===== src/rtl/dac_spi_scheduler.sv =====
// Purpose: shares one serial DAC among NUM_LANES lanes; round-robin grant, 24-bit {00011,addr,data} frame.
// Latency: request seen in IDLE -> lane_ack + DAC_SYNC low next cycle; SYNC low 1+48*SCLK_DIV cycles, then GAP_CYCLES.
// Backpressure: lanes hold lane_req until lane_ack; no grant while a frame/gap runs or while DAC_en is low.
// Option: `define DAC_LANE0_PRIORITY_EN gives lane 0 strict priority; the others stay round-robin.
module dac_spi_scheduler #(
    parameter int NUM_LANES  = 8,
    parameter int SCLK_DIV   = 2,
    parameter int GAP_CYCLES = 2
) (
    input  logic                    dataclk,
    input  logic                    reset,
    input  logic                    DAC_en,
    input  logic [NUM_LANES-1:0]    lane_req,
    input  logic [16*NUM_LANES-1:0] lane_data,
    output logic [NUM_LANES-1:0]    lane_ack,
    output logic                    DAC_SYNC,
    output logic                    DAC_SCLK,
    output logic                    DAC_DIN,
    output logic                    busy,
    output logic [2:0]              grant_lane,
    output logic [15:0]             frames_sent
);

    localparam int              HW        = (SCLK_DIV > 1) ? $clog2(SCLK_DIV) : 1;
    localparam int              GW        = (GAP_CYCLES > 1) ? $clog2(GAP_CYCLES) : 1;
    localparam logic [HW-1:0]   HALF_LAST = HW'(SCLK_DIV - 1);
    localparam logic [GW-1:0]   GAP_LAST  = GW'(GAP_CYCLES - 1);
    localparam logic [4:0]      BIT_LAST  = 5'd23;
    localparam logic [2:0]      PTR_RESET = 3'(NUM_LANES - 1);

    typedef enum logic [1:0] {S_IDLE, S_GRANT, S_SHIFT, S_GAP} state_t;

    state_t         r_state;
    state_t         w_next;

    logic [23:0]    r_frame;
    logic [4:0]     r_bit;
    logic [HW-1:0]  r_half;
    logic           r_phase;        // 0: SCLK high half, 1: SCLK low half
    logic [GW-1:0]  r_gap;
    logic [2:0]     r_grant_lane;
    logic [2:0]     r_rr_ptr;       // round-robin search starts after this lane
    logic [15:0]    r_frames_sent;

    logic [7:0]     w_req8;
    logic [15:0]    w_words [8];
    logic [2:0]     w_idx;
    logic [2:0]     w_winner;
    logic           w_any;
    logic           w_start;
    logic           w_half_end;
    logic           w_frame_end;
    logic           w_gap_end;

    // Widen the lane buses to the 8-lane address space; unused lanes never request.
    for (genvar g = 0; g < 8; g++) begin : g_lane
        if (g < NUM_LANES) begin : g_used
            assign w_req8[g]  = lane_req[g];
            assign w_words[g] = lane_data[16*g +: 16];
        end else begin : g_unused
            assign w_req8[g]  = 1'b0;
            assign w_words[g] = 16'h0000;
        end
    end

`ifdef DAC_LANE0_PRIORITY_EN
    // Lane 0 wins outright; otherwise the nearest requester after the pointer among lanes 1..N-1.
    always_comb begin
        w_any    = 1'b0;
        w_winner = 3'd0;
        w_idx    = 3'd0;
        for (int k = NUM_LANES; k >= 1; k--) begin
            w_idx = 3'((int'(r_rr_ptr) + k) % NUM_LANES);
            if (w_req8[w_idx] && (w_idx != 3'd0)) begin
                w_any    = 1'b1;
                w_winner = w_idx;
            end
        end
        if (w_req8[0]) begin
            w_any    = 1'b1;
            w_winner = 3'd0;
        end
    end
`else
    // Nearest requester after the pointer wins; scanning downward leaves the closest one last.
    always_comb begin
        w_any    = 1'b0;
        w_winner = 3'd0;
        w_idx    = 3'd0;
        for (int k = NUM_LANES; k >= 1; k--) begin
            w_idx = 3'((int'(r_rr_ptr) + k) % NUM_LANES);
            if (w_req8[w_idx]) begin
                w_any    = 1'b1;
                w_winner = w_idx;
            end
        end
    end
`endif

    assign w_start     = (r_state == S_IDLE) && DAC_en && w_any;
    assign w_half_end  = (r_half == HALF_LAST);
    assign w_frame_end = (r_state == S_SHIFT) && w_half_end && r_phase && (r_bit == BIT_LAST);
    assign w_gap_end   = (r_gap == GAP_LAST);

    // State register.
    always_ff @(posedge dataclk or negedge reset) begin
        if (!reset) begin
            r_state <= S_IDLE;
        end else begin
            r_state <= w_next;
        end
    end

    // Next state and pin decode; pins follow the state register so reset idles them at once.
    always_comb begin
        w_next   = r_state;
        DAC_SYNC = 1'b1;
        DAC_SCLK = 1'b0;
        DAC_DIN  = 1'b0;
        lane_ack = '0;
        busy     = (r_state != S_IDLE);
        case (r_state)
            S_IDLE: begin
                if (w_start) begin
                    w_next = S_GRANT;
                end
            end
            S_GRANT: begin
                DAC_SYNC = 1'b0;
                DAC_DIN  = r_frame[23];
                lane_ack = NUM_LANES'(1) << r_grant_lane;
                w_next   = S_SHIFT;
            end
            S_SHIFT: begin
                DAC_SYNC = 1'b0;
                DAC_SCLK = ~r_phase;
                DAC_DIN  = r_frame[23];
                if (w_frame_end) begin
                    w_next = S_GAP;
                end
            end
            S_GAP: begin
                if (w_gap_end) begin
                    w_next = S_IDLE;
                end
            end
            default: begin
                w_next = S_IDLE;
            end
        endcase
    end

    // Grant bookkeeping: last granted lane and the round-robin pointer.
    always_ff @(posedge dataclk or negedge reset) begin
        if (!reset) begin
            r_grant_lane <= PTR_RESET;
            r_rr_ptr     <= PTR_RESET;
        end else if (w_start) begin
            r_grant_lane <= w_winner;
`ifdef DAC_LANE0_PRIORITY_EN
            if (w_winner != 3'd0) begin
                r_rr_ptr <= w_winner;
            end
`else
            r_rr_ptr <= w_winner;
`endif
        end
    end

    // Frame shift register plus bit, half-period and gap counters.
    // The next bit is shifted in as a low half ends, so DIN only moves as SCLK rises.
    always_ff @(posedge dataclk or negedge reset) begin
        if (!reset) begin
            r_frame <= 24'h000000;
            r_bit   <= 5'd0;
            r_half  <= '0;
            r_phase <= 1'b0;
            r_gap   <= '0;
        end else begin
            case (r_state)
                S_IDLE: begin
                    if (w_start) begin
                        r_frame <= {5'b00011, w_winner, w_words[w_winner]};
                    end
                end
                S_GRANT: begin
                    r_bit   <= 5'd0;
                    r_half  <= '0;
                    r_phase <= 1'b0;
                end
                S_SHIFT: begin
                    if (w_half_end) begin
                        r_half  <= '0;
                        r_phase <= ~r_phase;
                        if (r_phase) begin
                            if (r_bit == BIT_LAST) begin
                                r_frame <= 24'h000000;
                                r_gap   <= '0;
                            end else begin
                                r_bit   <= r_bit + 5'd1;
                                r_frame <= {r_frame[22:0], 1'b0};
                            end
                        end
                    end else begin
                        r_half <= r_half + 1'b1;
                    end
                end
                S_GAP: begin
                    r_gap <= r_gap + 1'b1;
                end
                default: begin
                    r_gap <= '0;
                end
            endcase
        end
    end

    // Completed-frame counter; bumps on the cycle DAC_SYNC returns high and wraps.
    always_ff @(posedge dataclk or negedge reset) begin
        if (!reset) begin
            r_frames_sent <= 16'h0000;
        end else if (w_frame_end) begin
            r_frames_sent <= r_frames_sent + 16'd1;
        end
    end

    assign grant_lane  = r_grant_lane;
    assign frames_sent = r_frames_sent;

endmodule


===== config.mk =====
export PLATFORM = sky130hd
export DESIGN_NAME = dac_spi_scheduler
export DESIGN_NICKNAME = d
export VERILOG_FILES = /design/src/rtl/dac_spi_scheduler.sv
export SDC_FILE = /design/constraint.sdc
export NUM_CORES = 1
export LEC_CHECK = 0
export ABC_CLOCK_PERIOD_IN_PS = 3800
export BUFFER_PORTS_ARGS = -buffer_cell sky130_fd_sc_hd__buf_2
export CAP_MARGIN = 20
export CORE_MARGIN = 4
export CORE_UTILIZATION = 47
export CTS_CLUSTER_SIZE = 24
export DETAILED_ROUTE_END_ITERATION = 8
export GPL_ROUTABILITY_DRIVEN = 0
export PLACE_DENSITY = 0.79
export SYNTH_ARGS = -nofsm -noshare
export SYNTH_HDL_FRONTEND = slang
export SYNTH_SLANG_ARGS = --single-unit

===== constraint.sdc =====
create_clock -name dataclk -period 3.8 [get_ports dataclk]
set_input_delay 0.38 -clock dataclk [delete_from_list [all_inputs] [get_ports dataclk]]
set_output_delay 0.38 -clock dataclk [all_outputs]
set_load 0.02 [all_outputs]

==> run summary, run 1 <==
Number of core rows: 36
Root buf cell: clkbuf_8
Post-synth EDFFs: 0
IO Pins: 170
Seq/Total Area, Yosys: 0.2728
Worst-Skew Late Latency: 0.31 ns
GR Overflow Total: 0
Critical-path cell list: inv_1 -> buf_4 -> ha_2 -> mux2i_1 -> mux4_2 -> a32o_2 -> a22oi_2 -> nor3b_1 -> o41a_2 -> buf_12 -> mux4_2 -> a211o_1
Delay-heaviest family, CP: compound AO/OA/AOI/OAI gates
Post-synth top flop: dfrtp_1
Fin crit share: 0.9623
Slowest stage cell, crit path: dfstp_2
Post-Place Worst Slack: -0.06104 ns
Unrepaired setup endpoints after global routing: no
Sink Count: 53
Share of the synthesized area in the top cell type: 0.2567
Vias in the first global route: 4,302
Peak Freq: 273.5 MHz
Pint: 1005 uW
Outcome: finished clean
Synthesized area per cell: 10.67 um^2
Total track usage: 0.2132
Cell leakage power: 0.003014 uW
Gate power share: 0.393
Final WL: 13.43 mm
Total inserted antenna cells: 0
PwrDens: 249.5 mW/mm^2
CTS tree: done
Mapped Cells: 457
HPWL after DPL: 10.42 mm
Crit path required time: 4.00 ns
# Post-CTS Setup Buffers: 0
Overall power: 1478 uW
Final Critical Period: 3.657 ns
WL/cell: 17.83 um
Global-route wire length before repair: 20.60 mm
Max-capacitance violation count: 0
Final setup fails: 0
Max Clock Skew: 0.008244 ns
Clock transition at path regs: 0.10 ns
DRT antenna net count: 0
First-pass iteration count of the detailed router: 4
Most frequent CP cell: mux4_2
Antenna violations before repair: 0
Fin. max-slew vios: 0
Crit start category: flop
Crit Path Max Fanout: 10
CP endpoint kind: flop
Crit path DAT: 3.86 ns
Area Growth Syn to Fin: 21.51%
Placed cell areas: 0.005752 mm^2
Initial Util: 0.4897
Largest net degree at the start of global routing: 37
CP Class: flop to flop
Slew HR: 0.5572
1st-iter DRT viols: 231
Die height: 109.8 um
Mapped Area: 0.004875 mm^2
Cts bufs inserted: 5
DRC Markers: 0
Minimum hold slack: 0.04034 ns
WP buf/inv: 3
Syn_nets: 609
DR vias: 4,349
Sequential Power Share: 0.385
Worst-case vdd ir drop: 0.2048 mV
Post-Layout Cell Count: 753
Hold buffer count at cts: 0
Synth area leaders: dfrtp_1, mux4_2, mux2i_1, nand2_1, ha_1
Net Switching: 472.7 uW
Ys async rst share: 1.000
Fin worst setup slack: 0.1434 ns
Synth cell types: 73
Port-buffer cells: 169
CTS max path bufs: 2
Worst Hold Class: input pin to asynchronous set/reset pin
Clk pwr share: 0.222
Worst slew pin tran: 0.6641 ns
Nets: 771
Net Sw Frac: 0.3199
Placed insts: 744
Synth warn: 0
FF+latch count, synth: 53
Placeable Area: 0.009955 mm^2
Die area: 0.01206 mm^2
Final Cell Area: 0.005923 mm^2
Synth area leader: dfrtp_1
Vias per inst: 5.776
H-tree depth: 2
Share of cells above drive strength 1: 0.4371
Die outline width: 109.8 um
Fin. Hold Viols: 0
Slowest Stage Delay on Critical Path: 0.55 ns
[logic make-up (layout without fill, tap and decap cells)]
group / count (synthesis) / count (layout) / synth area share
xor gates and xnor gates: 24 / 24 / 0.04466
DFF: 53 / 53 / 0.2728
AOI/OAI and AO/OA: 107 / 107 / 0.1710
muxes: 89 / 89 / 0.2762
buffers and inverters: 48 / 211 / 0.07315
and+or+nand+nor: 123 / 123 / 0.1289
adders and majority gates: 13 / 13 / 0.03337
[cell usage in the layout, fill, tap and decap left out, types with 3 or more instances in the layout]
cell type / instances
mux2i_1: 43
o21ai_0: 20
o22ai_2: 5
and2_1: 8
dfstp_2: 3
nand3_1: 8
a21oi_1: 12
o221ai_1: 7
mux2i_2: 3
ha_1: 10
dfrtp_1: 50
mux4_1: 5
nand2b_1: 5
xor2_1: 12
xnor2_1: 11
and3_1: 10
buf_12: 3
inv_1: 12
a211o_1: 14
clkbuf_8: 5
nor2_1: 22
nand2_1: 46
o22ai_1: 8
nor2b_1: 8
a22o_2: 3
mux2_2: 9
buf_4: 16
a31oi_1: 3
buf_2: 169
a22oi_1: 6
a22o_1: 8
mux4_2: 27
[routing by layer]
metal / share of wire / wire length [um] / track usage
met5: 0 / 0 / 0
met4: 0.0084 / 113 / 0.02582
met3: 0.055 / 740 / 0.03993
met2: 0.52 / 6957 / 0.3778
met1: 0.42 / 5617 / 0.2777
[area by class of cell]
class                   instances  area, um^2
clock buffers                   6       72.57
clock inverters                 2       13.76
fillers                       880        4031
inverters                      13       48.80
multi-input cells             356        3229
flip-flops and latches         53        1330
well taps                     133       166.4
repair buffers                190        1062
[power by group through the flow]
stage / combinational [uW] / clock (uW) / sequential, uW
5_1_grt: 621 / 359 / 569
3_3_place_gp: 543 / 0 / 579
6_report: 581 / 329 / 568
3_5_place_dp: 553 / 0 / 579
4_1_cts: 556 / 334 / 568
2_1_floorplan: 389 / 0 / 581
[per-stage QoR]
stage	utilization	setup TNS [ns]
final	0.5950	0
after global routing	0.5950	0
after CTS	0.5871	0
after detailed placement	0.5778	-0.2617
after global placement	0.5778	-0.0005114
after floorplan	-	0
[worst paths after layout]
check                           startpoint               to  slack [ns]  cells after the start
setup / recovery               r_rr_ptr[1]       r_frame[9]        0.14                     12
hold / removal                       reset   frames_sent[3]        0.04                      1
setup reg to reg               r_rr_ptr[1]       r_frame[9]        0.14                     12
hold reg to reg            frames_sent[15]  frames_sent[15]        0.48                      1
max in group asynchronous            reset         r_bit[4]        2.95                      2
min in group dataclk        lane_data[109]      r_frame[13]        0.40                      4
[sequential cells by signal, indices dropped and copies added, names as in the netlist]
signal,cells
frames_sent,16
r_half,1
r_state,2
r_rr_ptr,3
r_frame,24
r_bit,5
r_phase,1
r_gap,1
[repair_timing]
action | CTS | global route
gates resized for setup | 2 | 11
setup endpoints to repair | 15 | 19
gates cloned | 0 | 1
pin swaps | 0 | 1
[cells in the mapped netlist, types with 5 or more instances]
| master | number |
|---|---|
| a211o_1 | 14 |
| a21oi_1 | 12 |
| a22o_1 | 8 |
| a22oi_1 | 6 |
| and2_1 | 8 |
| and3_1 | 10 |
| buf_6 | 10 |
| clkbuf_1 | 9 |
| clkbuf_8 | 6 |
| dfrtp_1 | 50 |
| ha_1 | 13 |
| inv_1 | 12 |
| mux2_2 | 9 |
| mux2i_1 | 44 |
| mux4_1 | 6 |
| mux4_2 | 26 |
| nand2_1 | 46 |
| nand2b_1 | 5 |
| nand3_1 | 8 |
| nor2_1 | 23 |
| nor2b_1 | 9 |
| o21ai_0 | 20 |
| o221ai_1 | 8 |
| o22ai_1 | 8 |
| o22ai_2 | 5 |
| xnor2_1 | 11 |
| xor2_1 | 12 |
(Power assumes the default switching activity.)
==> run 2, diff against run 1 <==
Settings changed: PLACE_DENSITY 0.79 to 0.76.
==> run 2 against run 1 <==
Via count grew 2.2%. Setup slack gained 0.048 ns. Sequential power barely moved.
==> run summary, run 2 (synthesized netlist as in run 1, its figures left out) <==
Unrepaired setup endpoints after global routing: no
Nets: 774 (+0.39%)
Crit path DAT: 3.81 ns (-0.05 ns)
Fin util: 0.5934 (-0.001634)
Worst-Skew Late Latency: 0.31 ns (about the same)
Port-buffer cells: 169 (unchanged)
Cell leakage power: 0.003016 uW (about the same)
R2R Setup Slk: 0.19 ns (+0.05 ns)
Die area: 0.01206 mm^2 (unchanged)
WL/cell: 18.30 um (+2.6%)
Clock transition at path regs: 0.10 ns (about the same)
Net Switching: 465.5 uW (-1.5%)
Number of core rows: 36 (unchanged)
CP Class: flop to flop
R2r startpoint: r_rr_ptr[0]
Max-capacitance violation count: 0 (unchanged)
Clk pwr share: 0.228 (+0.006)
Capturing point of the worst reg2reg path: r_frame[9]
Sequential Power Share: 0.388 (+0.003)
Pint: 995.2 uW (-0.98%)
Worst-case vdd ir drop: 0.1603 mV (-22%)
Peak Freq: 277.1 MHz (+1.3%)
Reg area: 0.001330 mm^2 (unchanged)
CP endpoint kind: flop
CTS tree: done
FILL cells: 864 (-1.8%)
Fin. Hold Viols: 0 (unchanged)
HPWL after DPL: 10.55 mm (+1.2%)
Placed cell areas: 0.005759 mm^2 (+0.13%)
Worst slew pin tran: 0.7045 ns (+0.04043 ns)
Crit path required time: 4.00 ns (about the same)
H-tree depth: 2 (unchanged)
IO Pins: 170 (unchanged)
GR Overflow Total: 0 (unchanged)
Slew HR: 0.5303 (-0.02695)
Final Critical Period: 3.608 ns (-0.04818 ns)
Total inserted antenna cells: 0 (unchanged)
First-pass iteration count of the detailed router: 6 (+2)
DRT antenna net count: 0 (unchanged)
Vias per inst: 5.878 (+1.8%)
Fin. max-slew vios: 0 (unchanged)
Antenna violations before repair: 0 (unchanged)
1st-iter DRT viols: 307 (+33%)
Gate power share: 0.383 (-0.010)
Final WL: 13.83 mm (+3.0%)
PwrDens: 247.3 mW/mm^2 (-0.88%)
Multi-input gate area: 0.003228 mm^2 (about the same)
Global-route wire length before repair: 20.93 mm (+1.6%)
Total track usage: 0.2178 (+0.004617)
Root buf cell: clkbuf_8
DR vias: 4,444 (+2.2%)
Die height: 109.8 um (unchanged)
R2R cell count: 12 (unchanged)
Biggest register: r_frame
Max FFs per register: 24 (unchanged)
Commonest cells after routing, fill and taps aside: buf_2, dfrtp_1, nand2_1
CTS max path bufs: 2 (unchanged)
Final Cell Area: 0.005907 mm^2 (-0.27%)
Sink Count: 53 (unchanged)
Crit Path Max Fanout: 21 (+11)
Final setup fails: 0 (unchanged)
Vias in the first global route: 4,326 (+0.56%)
Placeable Area: 0.009955 mm^2 (unchanged)
DRC Markers: 0 (unchanged)
Worst Hold Class: input pin to asynchronous set/reset pin
Most common cell after layout, fill and taps aside: buf_2
Max Clock Skew: 0.01033 ns (+0.002087 ns)
Cts bufs inserted: 5 (unchanged)
Fin crit share: 0.9496 (-0.01268)
Net Sw Frac: 0.3187 (-0.001199)
Die outline width: 109.8 um (unchanged)
Crit start category: flop
Initial Util: 0.4897 (unchanged)
Share of cells above drive strength 1: 0.4398 (+0.002711)
Area Growth Syn to Fin: 21.18%
Outcome: finished clean
Largest net degree at the start of global routing: 54 (+46%)
[run 2: how the worst max path moves through the flow]
stage	from	endpoint	slack [ns]	cells after the start
after floorplan	r_rr_ptr[1]	r_frame[10]	0.02	14
after global placement	r_rr_ptr[1]	r_frame[3]	0.06	10
after detailed placement	r_rr_ptr[1]	r_frame[15]	-0.04	11
after CTS	r_rr_ptr[1]	r_frame[13]	0.02	11
after global routing	r_rr_ptr[0]	r_frame[7]	0.01	12
final	r_rr_ptr[0]	r_frame[9]	0.19	12
[run 2: critical path, stage by stage, from the launching register on]
cell and delay (ns):
dfstp_2 0.55, buf_4 0.23, ha_1 0.21, ha_2 0.35, mux2_2 0.34, o22ai_4 0.21
nor2_1 0.10, mux2i_1 0.13, a31oi_1 0.16, o41a_2 0.19, buf_12 0.19, mux4_2 0.52
a211o_1 0.31
[run 2: area by class of cell]
type / instances / share of cell area
multi-input combinational: 357 / 0.5465
sequential: 53 / 0.2252
timing repair buffer: 192 / 0.1773
tap: 133 / 0.02817
clock buffer: 6 / 0.01229
inverter: 13 / 0.008261
clock inverter: 2 / 0.002330
[run 2: per-layer routing]
layer  global-route usage  vias up  share of wire  wire length [um]
met5                    0        -              0                 0
li1                     -     2054              -                 -
met3              0.03288       22          0.068               935
met2               0.3705      180           0.51              7056
met4              0.05966        0          0.019               265
met1               0.2881     2188           0.40              5577
[run 2: what timing repair did]
| item | 4_1_cts | 5_1_grt |
|---|---|---|
| gates resized for setup | 3 | 6 |
| hold buffers | 0 | 0 |
| setup endpoints to repair | 13 | 19 |
| pin swaps | 0 | 1 |
| buffers inserted | 0 | 2 |
| gates cloned | 0 | 1 |
[run 2: metrics by stage]
step	total power (uW)	cells	hold slack [ns]	setup TNS, ns	worst slack [ns]
floorplan	969.5	457	0.08441	0	0.01925
global placement	1109	745	0.4549	0	0.05902
detailed placement	1125	745	0.4673	-0.2476	-0.03848
CTS	1452	753	0.2122	0	0.01888
global route	1535	756	0.2315	0	0.01228
finish	1461	756	0.1847	0	0.1916
[run 2: power by group through the flow]
stage	Combinational [uW]	Sequential [uW]	Clock, uW
final	560	567	333
after floorplan	389	581	0
after global placement	531	578	0
after detailed placement	548	578	0
after CTS	550	567	335
after global routing	603	568	364
